==> src/rtl/uart_fifo_pico.sv <==
// uart_fifo_pico: memory-mapped full-duplex UART for the picoRV32 native bus,
// with TX/RX FIFOs, sticky error flags and a maskable level interrupt.

module uart_fifo_pico_fifo #(
   parameter int WIDTH = 8,
   parameter int DEPTH = 16
) (
   input  logic                   clk,
   input  logic                   rst,
   input  logic                   push,
   input  logic [WIDTH-1:0]       push_data,
   input  logic                   pop,
   output logic [WIDTH-1:0]       head,
   output logic [$clog2(DEPTH):0] count,
   output logic                   full,
   output logic                   empty
);
   localparam int AW = $clog2(DEPTH);
   localparam int CW = AW + 1;

   logic [WIDTH-1:0] mem [DEPTH];
   logic [AW-1:0]    wr_ptr;
   logic [AW-1:0]    rd_ptr;
   logic             do_push;
   logic             do_pop;

   // A full FIFO still takes a push when the same cycle pops; an empty one
   // never pops the entry being pushed.
   assign empty   = (count == '0);
   assign full    = (count == CW'(DEPTH));
   assign do_pop  = pop && !empty;
   assign do_push = push && (!full || do_pop);
   assign head    = mem[rd_ptr];

   always_ff @(posedge clk) begin
      if (do_push) mem[wr_ptr] <= push_data;
   end

   always_ff @(posedge clk) begin
      if (rst) begin
         wr_ptr <= '0;
         rd_ptr <= '0;
         count  <= '0;
      end else begin
         if (do_push) wr_ptr <= wr_ptr + 1'b1;
         if (do_pop)  rd_ptr <= rd_ptr + 1'b1;
         case ({do_push, do_pop})
            2'b10:   count <= count + 1'b1;
            2'b01:   count <= count - 1'b1;
            default: ;
         endcase
      end
   end
endmodule

module uart_fifo_pico #(
   parameter logic [31:0] ADDR        = 32'h0200_0000,
   parameter int          DATA_BITS   = 8,
   parameter int          FIFO_DEPTH  = 16,
   parameter int          STOP_BITS   = 1,
   parameter int          DEFAULT_CPB = 1667
) (
   input  logic        clk,
   input  logic        rst,
   input  logic        mem_valid,
   input  logic [31:0] mem_addr,
   input  logic [31:0] mem_wdata,
   input  logic [3:0]  mem_wstrb,
   output logic        mem_ready,
   output logic [31:0] mem_rdata,
   input  logic        rx_uart,
   output logic        tx_uart,
   output logic        irq
);
   localparam int CW = $clog2(FIFO_DEPTH) + 1;

   typedef enum logic [2:0] {S_IDLE, S_START, S_DATA, S_PARITY, S_STOP} state_t;

   function automatic logic parity_bit(input logic [DATA_BITS-1:0] data, input logic odd);
      return (^data) ^ odd;
   endfunction

   logic        ack_q;
   logic [11:0] cpb;
   logic [1:0]  parity;
   logic        rx_irq_en;
   logic        tx_irq_en;
   logic        rx_overrun;
   logic        parity_err;
   logic        frame_err;
   logic        tx_ovf;

   logic                 tx_push, tx_pop, tx_full, tx_empty;
   logic [DATA_BITS-1:0] tx_head;
   logic [CW-1:0]        tx_count;
   logic                 rx_push, rx_pop, rx_full, rx_empty;
   logic [DATA_BITS-1:0] rx_head;
   logic [CW-1:0]        rx_count;
   logic [DATA_BITS-1:0] rx_push_data;
   logic                 rx_push_perr;
   logic                 frame_err_set;

   logic        sel_data, sel_status, sel_ctrl, is_write, accept;
   logic        tx_ovf_set, rx_overrun_set;
   logic [3:0]  clr;
   logic [31:0] status_word, ctrl_word, read_word;
   logic        tx_busy;
   logic        unused_bits;

   assign unused_bits = ^{mem_wdata[31:16], mem_wstrb[3:2]};

   assign sel_data   = (mem_addr == ADDR);
   assign sel_status = (mem_addr == ADDR + 32'd4);
   assign sel_ctrl   = (mem_addr == ADDR + 32'd8);
   assign is_write   = |mem_wstrb;
   assign accept     = mem_valid && !ack_q && (sel_data || sel_status || sel_ctrl);

   assign tx_push        = accept && sel_data && is_write && mem_wstrb[0];
   assign rx_pop         = accept && sel_data && !is_write;
   assign tx_ovf_set     = tx_push && tx_full && !tx_pop;
   assign rx_overrun_set = rx_push && rx_full && !rx_pop;
   assign clr = (accept && sel_status && is_write && mem_wstrb[0]) ? mem_wdata[7:4] : 4'd0;

   assign status_word = {8'(tx_count), 8'(rx_count), 7'd0, tx_busy,
                         tx_ovf, frame_err, parity_err, rx_overrun,
                         rx_full, rx_empty, tx_empty, tx_full};
   assign ctrl_word   = {16'd0, tx_irq_en, rx_irq_en, parity, cpb};

   always_comb begin
      read_word = 32'd0;
      if (sel_data && !rx_empty) read_word = 32'(rx_head);
      else if (sel_status)       read_word = status_word;
      else if (sel_ctrl)         read_word = ctrl_word;
   end

   // ack_q stays set while the master holds mem_valid, so a held request
   // produces exactly one acknowledge and one side effect.
   always_ff @(posedge clk) begin
      if (rst) begin
         ack_q     <= 1'b0;
         mem_ready <= 1'b0;
         mem_rdata <= 32'd0;
      end else begin
         mem_ready <= accept;
         mem_rdata <= (accept && !is_write) ? read_word : 32'd0;
         if (accept)          ack_q <= 1'b1;
         else if (!mem_valid) ack_q <= 1'b0;
      end
   end

   always_ff @(posedge clk) begin
      if (rst) begin
         cpb       <= 12'(DEFAULT_CPB);
         parity    <= 2'b00;
         rx_irq_en <= 1'b0;
         tx_irq_en <= 1'b0;
      end else if (accept && sel_ctrl && is_write) begin
         if (mem_wstrb[0]) cpb[7:0] <= mem_wdata[7:0];
         if (mem_wstrb[1]) begin
            cpb[11:8] <= mem_wdata[11:8];
            parity    <= mem_wdata[13:12];
            rx_irq_en <= mem_wdata[14];
            tx_irq_en <= mem_wdata[15];
         end
      end
   end

   // A set in the same cycle as a W1C clear wins.
   always_ff @(posedge clk) begin
      if (rst) begin
         rx_overrun <= 1'b0;
         parity_err <= 1'b0;
         frame_err  <= 1'b0;
         tx_ovf     <= 1'b0;
         irq        <= 1'b0;
      end else begin
         rx_overrun <= (rx_overrun & ~clr[0]) | rx_overrun_set;
         parity_err <= (parity_err & ~clr[1]) | (rx_push & rx_push_perr);
         frame_err  <= (frame_err  & ~clr[2]) | frame_err_set;
         tx_ovf     <= (tx_ovf     & ~clr[3]) | tx_ovf_set;
         irq        <= (rx_irq_en & !rx_empty) | (tx_irq_en & tx_empty);
      end
   end

   uart_fifo_pico_fifo #(.WIDTH(DATA_BITS), .DEPTH(FIFO_DEPTH)) u_tx_fifo (
      .clk(clk), .rst(rst), .push(tx_push), .push_data(mem_wdata[DATA_BITS-1:0]),
      .pop(tx_pop), .head(tx_head), .count(tx_count), .full(tx_full), .empty(tx_empty)
   );

   uart_fifo_pico_fifo #(.WIDTH(DATA_BITS), .DEPTH(FIFO_DEPTH)) u_rx_fifo (
      .clk(clk), .rst(rst), .push(rx_push), .push_data(rx_push_data),
      .pop(rx_pop), .head(rx_head), .count(rx_count), .full(rx_full), .empty(rx_empty)
   );

   state_t               tx_state;
   logic [11:0]          tx_cpb, tx_cnt;
   logic                 tx_par_en, tx_par_val;
   logic [DATA_BITS-1:0] tx_shift;
   logic [2:0]           tx_bit;
   logic                 tx_stop;
   logic                 tx_start;

   // A new frame starts from IDLE or directly at the end of the last stop
   // period, so queued bytes go out with no idle gap.
   assign tx_start = !tx_empty && ((tx_state == S_IDLE) ||
                     (tx_state == S_STOP && tx_cnt == 12'd0 && tx_stop == 1'(STOP_BITS-1)));
   assign tx_pop   = tx_start;
   assign tx_busy  = (tx_state != S_IDLE);

   always_ff @(posedge clk) begin
      if (rst) begin
         tx_state <= S_IDLE;
         tx_uart  <= 1'b1;
      end else begin
         case (tx_state)
            S_START: begin
               if (tx_cnt == 12'd0) begin
                  tx_state <= S_DATA;
                  tx_uart  <= tx_shift[0];
                  tx_bit   <= 3'd0;
                  tx_cnt   <= tx_cpb - 12'd1;
               end else tx_cnt <= tx_cnt - 12'd1;
            end
            S_DATA: begin
               if (tx_cnt == 12'd0) begin
                  tx_cnt <= tx_cpb - 12'd1;
                  if (tx_bit == 3'(DATA_BITS-1)) begin
                     tx_stop <= 1'b0;
                     if (tx_par_en) begin
                        tx_state <= S_PARITY;
                        tx_uart  <= tx_par_val;
                     end else begin
                        tx_state <= S_STOP;
                        tx_uart  <= 1'b1;
                     end
                  end else begin
                     tx_bit   <= tx_bit + 3'd1;
                     tx_shift <= tx_shift >> 1;
                     tx_uart  <= tx_shift[1];
                  end
               end else tx_cnt <= tx_cnt - 12'd1;
            end
            S_PARITY: begin
               if (tx_cnt == 12'd0) begin
                  tx_state <= S_STOP;
                  tx_uart  <= 1'b1;
                  tx_cnt   <= tx_cpb - 12'd1;
               end else tx_cnt <= tx_cnt - 12'd1;
            end
            S_STOP: begin
               if (tx_cnt == 12'd0) begin
                  if (tx_stop == 1'(STOP_BITS-1)) tx_state <= S_IDLE;
                  else begin
                     tx_stop <= 1'b1;
                     tx_cnt  <= tx_cpb - 12'd1;
                  end
               end else tx_cnt <= tx_cnt - 12'd1;
            end
            default: tx_state <= S_IDLE;
         endcase
         if (tx_start) begin
            tx_state   <= S_START;
            tx_uart    <= 1'b0;
            tx_shift   <= tx_head;
            tx_cpb     <= cpb;
            tx_cnt     <= cpb - 12'd1;
            tx_par_en  <= parity[0] ^ parity[1];
            tx_par_val <= parity_bit(tx_head, parity[1]);
         end
      end
   end

   state_t               rx_state;
   logic                 rx_s1, rx_s2, rx_prev;
   logic [11:0]          rx_cpb, rx_cnt;
   logic                 rx_par_en, rx_par_odd;
   logic [DATA_BITS-1:0] rx_shift;
   logic [2:0]           rx_bit;
   logic                 rx_stop, rx_perr, rx_ferr;

   // Only a high-to-low transition arms the receiver, so after a framing
   // error the line must return high before the next start is recognised.
   always_ff @(posedge clk) begin
      if (rst) begin
         rx_s1         <= 1'b1;
         rx_s2         <= 1'b1;
         rx_prev       <= 1'b1;
         rx_state      <= S_IDLE;
         rx_push       <= 1'b0;
         frame_err_set <= 1'b0;
      end else begin
         rx_s1         <= rx_uart;
         rx_s2         <= rx_s1;
         rx_prev       <= rx_s2;
         rx_push       <= 1'b0;
         frame_err_set <= 1'b0;
         case (rx_state)
            S_IDLE: begin
               if (rx_prev && !rx_s2) begin
                  rx_state   <= S_START;
                  rx_cpb     <= cpb;
                  rx_cnt     <= cpb >> 1;
                  rx_par_en  <= parity[0] ^ parity[1];
                  rx_par_odd <= parity[1];
                  rx_perr    <= 1'b0;
                  rx_ferr    <= 1'b0;
               end
            end
            S_START: begin
               if (rx_cnt == 12'd0) begin
                  if (rx_s2) rx_state <= S_IDLE;
                  else begin
                     rx_state <= S_DATA;
                     rx_bit   <= 3'd0;
                     rx_cnt   <= rx_cpb - 12'd1;
                  end
               end else rx_cnt <= rx_cnt - 12'd1;
            end
            S_DATA: begin
               if (rx_cnt == 12'd0) begin
                  rx_shift <= {rx_s2, rx_shift[DATA_BITS-1:1]};
                  rx_cnt   <= rx_cpb - 12'd1;
                  if (rx_bit == 3'(DATA_BITS-1)) begin
                     rx_state <= rx_par_en ? S_PARITY : S_STOP;
                     rx_stop  <= 1'b0;
                  end else rx_bit <= rx_bit + 3'd1;
               end else rx_cnt <= rx_cnt - 12'd1;
            end
            S_PARITY: begin
               if (rx_cnt == 12'd0) begin
                  rx_perr  <= (rx_s2 != parity_bit(rx_shift, rx_par_odd));
                  rx_state <= S_STOP;
                  rx_stop  <= 1'b0;
                  rx_cnt   <= rx_cpb - 12'd1;
               end else rx_cnt <= rx_cnt - 12'd1;
            end
            S_STOP: begin
               if (rx_cnt == 12'd0) begin
                  if (rx_stop == 1'(STOP_BITS-1)) begin
                     rx_state <= S_IDLE;
                     if (rx_ferr || !rx_s2) frame_err_set <= 1'b1;
                     else begin
                        rx_push      <= 1'b1;
                        rx_push_data <= rx_shift;
                        rx_push_perr <= rx_perr;
                     end
                  end else begin
                     rx_ferr <= rx_ferr | !rx_s2;
                     rx_stop <= 1'b1;
                     rx_cnt  <= rx_cpb - 12'd1;
                  end
               end else rx_cnt <= rx_cnt - 12'd1;
            end
            default: rx_state <= S_IDLE;
         endcase
      end
   end
endmodule

==> config.mk <==
export PLATFORM = sky130hd
export DESIGN_NAME = uart_fifo_pico
export DESIGN_NICKNAME = d
export VERILOG_FILES = /design/src/rtl/uart_fifo_pico.sv
export SDC_FILE = /design/constraint.sdc
export NUM_CORES = 1
export LEC_CHECK = 0
export CAP_MARGIN = 15
export CORE_MARGIN = 3
export CORE_UTILIZATION = 25
export DETAILED_ROUTE_END_ITERATION = 10
export SLEW_MARGIN = 20
export SYNTH_ARGS = -nofsm -noshare
export SYNTH_HDL_FRONTEND = slang
export SYNTH_SLANG_ARGS = --single-unit
==> constraint.sdc <==
create_clock -name clk -period 4 [get_ports clk]
set_input_delay 0.6 -clock clk [delete_from_list [all_inputs] [get_ports clk]]
set_output_delay 0.6 -clock clk [all_outputs]
set_load 0.005 [all_outputs]
Yosys cells after proc, flatten, opt, wreduce, memory -nomap -nowiden. Memories as Yosys holds them, arrays and structs flattened. A register that Yosys moved wholly into a read port is not among the register bits. Cells that the tools add are included.

Bits of input ports: 72. Memory bits (writable): 256. Memories: 2. Bits in registers: 180. Memory bits (read-only): 0. Latch bits: 0. Output and inout bits: 35. Logic and storage cells: 318.

Memory list: u_rx_fifo.mem (words 16, bits a word 8, rd ports 1, clocked after memory_dff 1, wr ports 1, line 21) `logic [WIDTH-1:0] mem [DEPTH];`; u_tx_fifo.mem (words 16, bits a word 8, rd ports 1, clocked after memory_dff 1, wr ports 1, line 21).

Shift-type cells: 0. Equality and inequality tests: 48. Bitwise gates (word level): 28. $add $sub $neg: 15. Reduce and logical (&&, ||, !) cells: 90. $mul: 0. Multiplexer cells: 86. Div/mod/pow operators: 0. Magnitude comparators: 0.

Operators by type and width (number): two-way mux 12 bit (10); == test 32 x 26 -> 1 bit, second input constant (3); two-way mux 3 bit (22); subtractor 12 x 1 -> 12 bit, second input constant (5); one-hot mux 12 bit (4 select lines) (1); two-way mux 8 bit (5); inequality test 2 bit, second input constant (17); two-way mux 29 bit (1); two-way mux 1 bit (28); logical AND 1 bit (25); AND reduction 5 bit (5); zero test 12 bit (2); one-hot mux 12 bit (2 select lines) (1); AND reduction 6 bit (4); inequality test 3 bit, second input constant (7); two-way mux 4 bit (5); one-hot mux 5 bit (2 select lines) (2); nonzero test 2 bit (9); adder 4 x 1 -> 4 bit, second input constant (4); two-way mux 16 bit (1); parity 8 bit (2); one-hot mux 3 bit (5 select lines) (1); == test 3 x 2 -> 1 bit, second input constant (4); == test 3 bit, second input constant (4); other kinds (34) (99).

Logic depth before layout (Yosys ltp). Gate-level depths: netlist (run 1).

Depth after elaboration: 11. Gate-level depth with buffers: 16. Gate-level depth less buffers: 13.

Modules after synthesis. Synthesis (run 1) repeated with hierarchy kept, for this count alone.

Cells, all modules: 1302. Area, all modules: 18480.2 µm².

By module, submodules not included: uart_fifo_pico_fifo (instances 2, area each 5824.3 µm², sequential area each 4184.0 µm², cells each 320); uart_fifo_pico (instances 1, area each 6831.6 µm², sequential area each 3773.6 µm², cells each 662).

Worst setup path before layout (run 1). OpenSTA, ideal clock, no wires.

Kind: register to register. From: register tx_cnt[3]. To: register u_tx_fifo.count[4]. Library setup time: 71 ps. Arrival time: 3314 ps. Buffers on the path: 3. Cell stages (with the launch flop): 15. Required time: 3929 ps. Period minus slack after synthesis: 3384 ps. Path slack: 616 ps. Cell sequence: edfxtp_1 -> nor4_1 -> a41o_1 -> nand2b_1 -> buf_6 -> inv_4 -> clkbuf_1 -> clkbuf_1 -> ha_1 -> ha_1 -> a21o_1 -> a21oi_1 -> xor2_1 -> or3_1 -> a21oi_1.

Longest elaborated chain between the ends: 10. Elaborated cells between the ends (all ways): 12. Those cells by class: 2 x eq/ne; 1 x mux; 9 x reduce/logical.

RTL lines: from (decl) (line 196) `logic [11:0] tx_cpb, tx_cnt;`; from (signal assigned) (line 221) `tx_cnt <= tx_cpb - 12'd1;`; from (signal assigned) (line 222) `end else tx_cnt <= tx_cnt - 12'd1;`; from (signal assigned) (line 226) `tx_cnt <= tx_cpb - 12'd1;`; zero test 12 bit (*) (line 206) `(tx_state == S_STOP && tx_cnt == 12'd0 && tx_stop == 1'(STOP_BITS-1)));`; logical AND 1 bit (*) (2 in a row) (line 206); logical OR 1 bit (*) (line 205) `assign tx_start = !tx_empty && ((tx_state == S_IDLE) ||`; logical AND 1 bit (*) (line 205); named net tx_pop (line 93) `logic tx_push, tx_pop, tx_full, tx_empty;`; logical AND 1 bit (*) (line 31) `assign do_pop = pop && !empty;`; logical OR 1 bit (line 32) `assign do_push = push && (!full || do_pop);`; logical AND 1 bit (line 32); == test 2 x 1 -> 1 bit or == test 2 bit (tied branches) (line 47) `case ({do_push, do_pop})`; one-hot mux 5 bit (2 select lines) or nonzero test 2 bit (tied branches); to (signal assigned) (line 48) `2'b10: count <= count + 1'b1;`; to (signal assigned) (line 49) `2'b01: count <= count - 1'b1;`; to (decl) (line 14) `output logic [$clog2(DEPTH):0] count,`.

Mark *: on every way through the listed nets, which the timed path passes. The rest lies on a longest branch. A chain may end at the register's enable or synchronous reset.

Final worst setup path (run 1).
From: register tx_cnt[3]. To: register u_tx_fifo.count[4].

Longest elaborated chain between the ends: 10. Elaborated cells between the ends (all ways): 12. Those cells by class: 2 x eq/ne; 1 x mux; 9 x reduce/logical.

RTL lines (line): zero test 12 bit (*) (206); logical AND 1 bit (*) (2 in a row) (206); logical OR 1 bit (*) (205); logical AND 1 bit (*) (205); logical AND 1 bit (*) (31); logical OR 1 bit (32); logical AND 1 bit (32); == test 2 x 1 -> 1 bit or == test 2 bit (tied branches) (47); one-hot mux 5 bit (2 select lines) or nonzero test 2 bit (tied branches).

Every way passes the cells marked *; elsewhere a longest branch is shown, timed or not.

==> metrics.csv, run 1 <==
stage;metric;value;unit
synthesis;avgSynthCellArea;15.1;um^2
route;drcViolationCount;0;
grt;grt_max_degree;37;
synthesis;netlist_area;0.0179;mm^2
synthesis;synth.most_common_cell;edfxtp_1;
die;start_util;25.4;%
clock_network;h-tree-depth;2;
timing;skew;0.0267;ns
clock_network;insertion_delay;0.60;ns
synthesis;synth_edf_count;341;
timing;tns;0;ns
pwr;p_total;9.59;mW
route;routed_wirelength;41600;um
grt;grt_pass1_vias;10600;
setup_path;cp_max_fo;5;
timing;fin_crit_sh;84.3;%
synthesis;synth_top_cell_area_share;57.1;%
synthesis;syn_inst;1191;
synthesis;synth_cell_type_count;68;
clock_network;cts_setup_buffers;0;
clock_network;cts_made_buffers;47;
die;die_x;274;um
clock_network;hold_buffers;0;
setup_path;start_kind;flip-flop;
clock_network;clock-sinks;436;
clock_network;cts_tree;built;
flow_run;drv_cap;0;
synthesis;ys_ff_latch;436;
grt;overflow;0;
synthesis;synth_common_cells;341 x edfxtp_1, 118 x nor2_1, 95 x dfxtp_1;
synthesis;yosysTopAreaCell;edfxtp_1;
setup_path;worstPathCellList;nor4_1 -> a41o_1 -> a21oi_1 -> nor4_4 -> inv_2 -> ha_1 -> fa_1 -> a21o_1 -> a21oi_1 -> xor2_1 -> or3_1 -> a21oi_1;
final_layout;fin_cells;2313;
route;drt_iter0_markers;834;
setup_path;path_class;reg -> reg;
clock_network;clk_path_buf_depth;3;
clock_network;ctsResizeCount;0;
die;rows;97;
min_path;min-delay-path-class;in -> reg;
route;wl_per_cell;18.0;um
pwr;power_density;440;mW/mm^2
die;pin_count;107;
final_layout;drive_gt1_share;17.1;%
timing;clock.fmax;0.297;GHz
setup_path;max_stage_delay;0.44;ns
die;die_height;274;um
setup_path;slowest_stage;edfxtp_1;
route;ant_nets;0;
pwr;p_leak;7.03;nW
die;core;0.0705;mm^2
timing;setup_slack;0.630;ns
placed_design;dp_hpwl;29000;um
grt;grt_pass1_wl;63400;um
synthesis;async_flop_share;0;%
setup_path;critPathArrivalTime;3.88;ns
final_layout;final_core_util;30.9;%
synthesis;yosys-top-cells-area;edfxtp_1 57%, dfxtp_1 11%, mux4_2 9.4%;
synthesis;synthFlopType;edfxtp_1;
placed_design;gp_congestion;0.783;
route;routed_via_density;4.51;
timing;setup_viol;0;
timing;timing_hold_violations_final;0;
setup_path;cp-end-kind;flip-flop;
grt;grt_use_total;11.0;%
setup_path;path_common_cell;a21oi_1;
timing;drv_slew;0;
placed_design;dpl_worst_slack;0.0353;ns
timing;tightest_slew;1.03;ns
pwr;peakVddDrop;341;uV
placed_design;place_inst;2223;
clock_network;root_buffer;clkbuf_16;
setup_path;crit_required;4.51;ns
final_layout;layout.nets;1429;
final_layout;area_growth;21.4;%
timing;slew_headroom;29.6;%
route;vias;10400;
timing;period_needed;3.37;ns
grt;antenna_found_initial;1;
die;die_area;0.0750;mm^2
placed_design;io_buffers;84;
route;first_pass_iters;5;
synthesis;yosys_warnings;0;
timing;rsz0062_at_grt;false;
run_status;outcome;finished, final reports clean;
clock_network;cts.clk_slew.worst_paths;0.06;ns
synthesis;ys_seq_area_share;67.7;%
cell type report:
| cell class | instances | area [um^2] |
|---|---|---|
| sequential | 436 | 12100 |
| fill | 6897 | 48700 |
| timing repair buffer | 147 | 1320 |
| clock inverter | 21 | 258 |
| multi-input combinational | 678 | 5440 |
| inverter | 22 | 85.1 |
| clock buffer | 67 | 1360 |
| antenna | 2 | 5.00 |
| tap | 940 | 1180 |
routing by layer:
| layer | vias up | GRT usage [%] | routed length, um |
|---|---|---|---|
| met4 | 0 | 2.71 | 864 |
| met1 | 5276 | 15.1 | 19000 |
| met2 | 293 | 17.8 | 19200 |
| met3 | 60 | 2.34 | 2460 |
| met5 | - | 0 | 0 |
| li1 | 4807 | - | - |
placed cells by master, fill, tap and decap left out, types with 21 or more instances in the layout:
cell type,Yosys,final
a21oi_1,61,61
buf_4,7,62
clkbuf_16,0,49
clkdlybuf4s50_1,0,83
dfxtp_1,95,93
edfxtp_1,341,341
ha_1,23,23
mux2i_1,23,23
mux4_2,75,75
nand2_1,83,83
nor2_1,118,118
nor3_1,21,21
xnor2_1,35,35
worst max-delay path, delay by kind of cell, from the launching register on:
kind                     cells  cell delay [ns]
buffers and inverters        1             0.05
adder cells (fa/ha/maj)      2             0.68
flip-flops                   1             0.44
AO/OA/AOI/OAI                5             1.00
XOR/XNOR                     1             0.10
AND/OR/NAND/NOR              3             1.04
per-stage QoR:
stage	cell area (um^2)	hold WS (ns)
after global placement	20200	0.407
after global routing	21800	0.403
after CTS	21800	0.354
final	21800	0.385
after detailed placement	20200	0.413
after floorplan	18000	0.389
state kept, by name (all words and copies together) (netlist names), 12 cells and up, named ones only:
name / cells
rx_cpb: 12
cpb: 12
mem_rdata: 26
tx_cnt: 12
u_rx_fifo.mem: 128
u_tx_fifo.mem: 128
tx_cpb: 12
rx_cnt: 12
kinds of logic after synthesis:
logic type	after synthesis	share of synthesized area [%]
simple gates	345	9.48
fa+ha+maj	25	1.83
mux	102	11.0
buf+inv	82	2.20
xor+xnor	57	2.87
compound gates	143	4.88
other cells	1	0.0209
flops	436	67.7
final timing paths:
kind	from	endpoint	slack [ns]	cells past startpoint
max	tx_cnt[3]	u_tx_fifo.count[4]	0.63	12
min	rst	u_rx_fifo.wr_ptr[3]	0.38	2
max reg2reg	tx_cnt[3]	u_tx_fifo.count[4]	0.63	12
min reg2reg	rx_s1	rx_s2	0.42	1
power by group:
part / switching [mW] / leakage [nW] / internal (mW) / total, mW
registers: 0.0207 / 3.81 / 4.87 / 4.89
logic: 0.117 / 2.43 / 0.0930 / 0.210
clock network: 1.83 / 0.787 / 2.66 / 4.49
total: 1.97 / 7.03 / 7.62 / 9.59
(Power assumes the default switching activity.)
==> run 2: changes to the inputs <==
==> constraint.sdc (replaced) <==
create_clock -name clk -period 2.85 [get_ports clk]
set_input_delay 0.4275 -clock clk [delete_from_list [all_inputs] [get_ports clk]]
set_output_delay 0.4275 -clock clk [all_outputs]
set_load 0.005 [all_outputs]
==> metrics.csv, run 2 (synthesized netlist as in run 1, its figures left out) <==
stage;metric;value;unit
pwr;peakVddDrop;366;uV
route;first_pass_iters;5;
pwr;p_total;12.9;mW
final_layout;layout.nets;1505;
clock_network;cts.clk_slew.worst_paths;0.06;ns
setup_path;r2r_slack;-0.10;ns
grt;grt_max_degree;33;
final_layout;num_antenna_cells;0;
route;met3_length;2780;um
min_path;holdPathEnd;rx_state[0];
setup_path;r2r_cells;13;
route;routed_wirelength;43200;um
min_path;hold_depth;2;
die;start_util;25.4;%
final_layout;final_cell_area;0.0224;mm^2
run_status;outcome;complete, but fails checks;
final_layout;final_common_cell;edfxtp_1;
die;core;0.0705;mm^2
setup_path;crit_required;3.36;ns
placed_design;dp_hpwl;30100;um
final_layout;final_cell_mix;341 x edfxtp_1, 133 x buf_4, 118 x nor2_1, 92 x dfxtp_1;
grt;grt_use_total;11.5;%
placed_design;dpl_worst_slack;-0.618;ns
run_status;violations;negative setup slack;
placed_design;io_buffers;84;
timing;drv_slew;0;
route;drt_iter0_markers;903;
clock_network;cts_made_buffers;45;
clock_network;h-tree-depth;2;
setup_path;path_common_cell;nor4_4;
timing;rsz0062_at_grt;true;
clock_network;hold_buffers;0;
grt;overflow;0;
setup_path;max_stage_delay;0.42;ns
timing;period_needed;2.95;ns
pwr;power_density;575;mW/mm^2
die;die_area;0.0750;mm^2
grt;grt_pass1_vias;11000;
clock_network;clock-sinks;436;
setup_path;worstPathCellList;nor4_4 -> a41o_1 -> a21oi_4 -> nor4_4 -> buf_4 -> inv_2 -> ha_4 -> fa_2 -> a21o_1 -> a21oi_2 -> xor2_1 -> or3_1 -> a21oi_1;
placed_design;place_area;0.0208;mm^2
pwr;p_leak;7.37;nW
final_layout;reg_top3;u_rx_fifo.mem: 128 flops, u_tx_fifo.mem: 128 flops, mem_rdata: 26 flops;
setup_path;path_class;reg -> reg;
min_path;min_from;rst;
setup_path;start_kind;flip-flop;
die;pin_count;107;
clock_network;clk_path_buf_depth;3;
final_layout;fillerInstances;6852;
route;wl_per_cell;18.1;um
setup_path;slowest_stage;edfxtp_1;
min_path;min-delay-path-class;in -> reg;
timing;slew_headroom;41.6;%
timing;setup_viol;2;
grt;antenna_found_initial;1;
timing;fin_crit_sh;104;%
route;routed_via_density;4.50;
route;drcViolationCount;0;
timing;timing_hold_violations_final;0;
route;highest_layer;met4;
clock_network;cts_tree;built;
timing;tightest_slew;0.874;ns
placed_design;gp_congestion;0.833;
die;die_x;274;um
timing;skew;0.0272;ns
grt;grt_pass1_wl;66300;um
die;rows;97;
route;vias;10700;
setup_path;reg2reg_from;tx_cnt[3];
final_layout;area_growth;24.8;%
timing;clock.fmax;0.339;GHz
setup_path;cp_max_fo;4;
setup_path;cp-end-kind;flip-flop;
route;ant_nets;0;
clock_network;insertion_delay;0.58;ns
clock_network;root_buffer;clkbuf_16;
timing;setup_slack;-0.101;ns
flow_run;drv_cap;0;
die;die_height;274;um
setup_path;timing.rr.end;u_tx_fifo.count[4];
route;wl_met1;19500;um
final_layout;drive_gt1_share;22.4;%
route;met2WireLength;20200;um
setup_path;critPathArrivalTime;3.46;ns
-- run 2: final cells by class --
class	count	area [um^2]	share of cell area (%)
inverter	22	87.6	0.391
sequential	436	12100	54.2
clock buffer	62	1230	5.50
timing repair buffer	225	1980	8.84
multi-input combinational	678	5570	24.9
clock inverter	22	206	0.922
tap	940	1180	5.25
-- run 2: critical path: cells and delay by family (launching register included) --
family	cells	cell delay (ns)
AOI/OAI and AO/OA	5	0.86
xor gates and xnor gates	1	0.08
adders and majority gates	2	0.53
buffers and inverters	2	0.23
DFF	1	0.42
and+or+nand+nor	3	0.78
-- run 2: worst max-delay path by stage --
stage                       startpoint                 end  slack (ns)  depth (start not counted)
floorplan           u_tx_fifo.count[3]  u_tx_fifo.count[4]       -0.20                         14
global placement          mem_addr[12]  u_tx_fifo.count[4]       -0.55                         14
detailed placement         mem_addr[8]  u_tx_fifo.count[4]       -0.62                         14
CTS                          tx_cnt[6]  u_tx_fifo.count[4]       -0.11                         13
global route                 tx_cnt[3]  u_tx_fifo.count[4]       -0.28                         13
finish                       tx_cnt[3]  u_tx_fifo.count[4]       -0.10                         13
-- run 2: repair_timing --
| item | in CTS | in global routing |
|---|---|---|
| pin swaps | 11 | 5 |
| cloned | 0 | 0 |
| resized for setup | 9 | 13 |
| setup buffers | 4 | 1 |
| setup endpoints to repair | 5 | 11 |
-- run 2: through the flow --
stage	setup TNS, ns	hold slack (ns)	utilization [%]	instances
finish	-0.130	0.246	31.8	2385
global route	-0.592	0.235	31.8	2385
CTS	-0.170	0.208	31.7	2384
detailed placement	-27.90	0.423	29.5	2296
global placement	-13.86	0.429	29.5	2296
floorplan	-0.202	0.389	-	1196
-- run 2: metal layers --
metal | GRT usage [%] | vias up
li1 | - | 4967
met1 | 16.1 | 5394
met2 | 18.6 | 328
met3 | 2.17 | 49
met4 | 2.70 | 0
met5 | 0 | -
-- run 2: report_power, final --
group	internal, mW	total (mW)	switching [mW]
Sequential	6.84	6.86	0.0280
Clock	3.31	5.72	2.41
Combinational	0.137	0.301	0.165
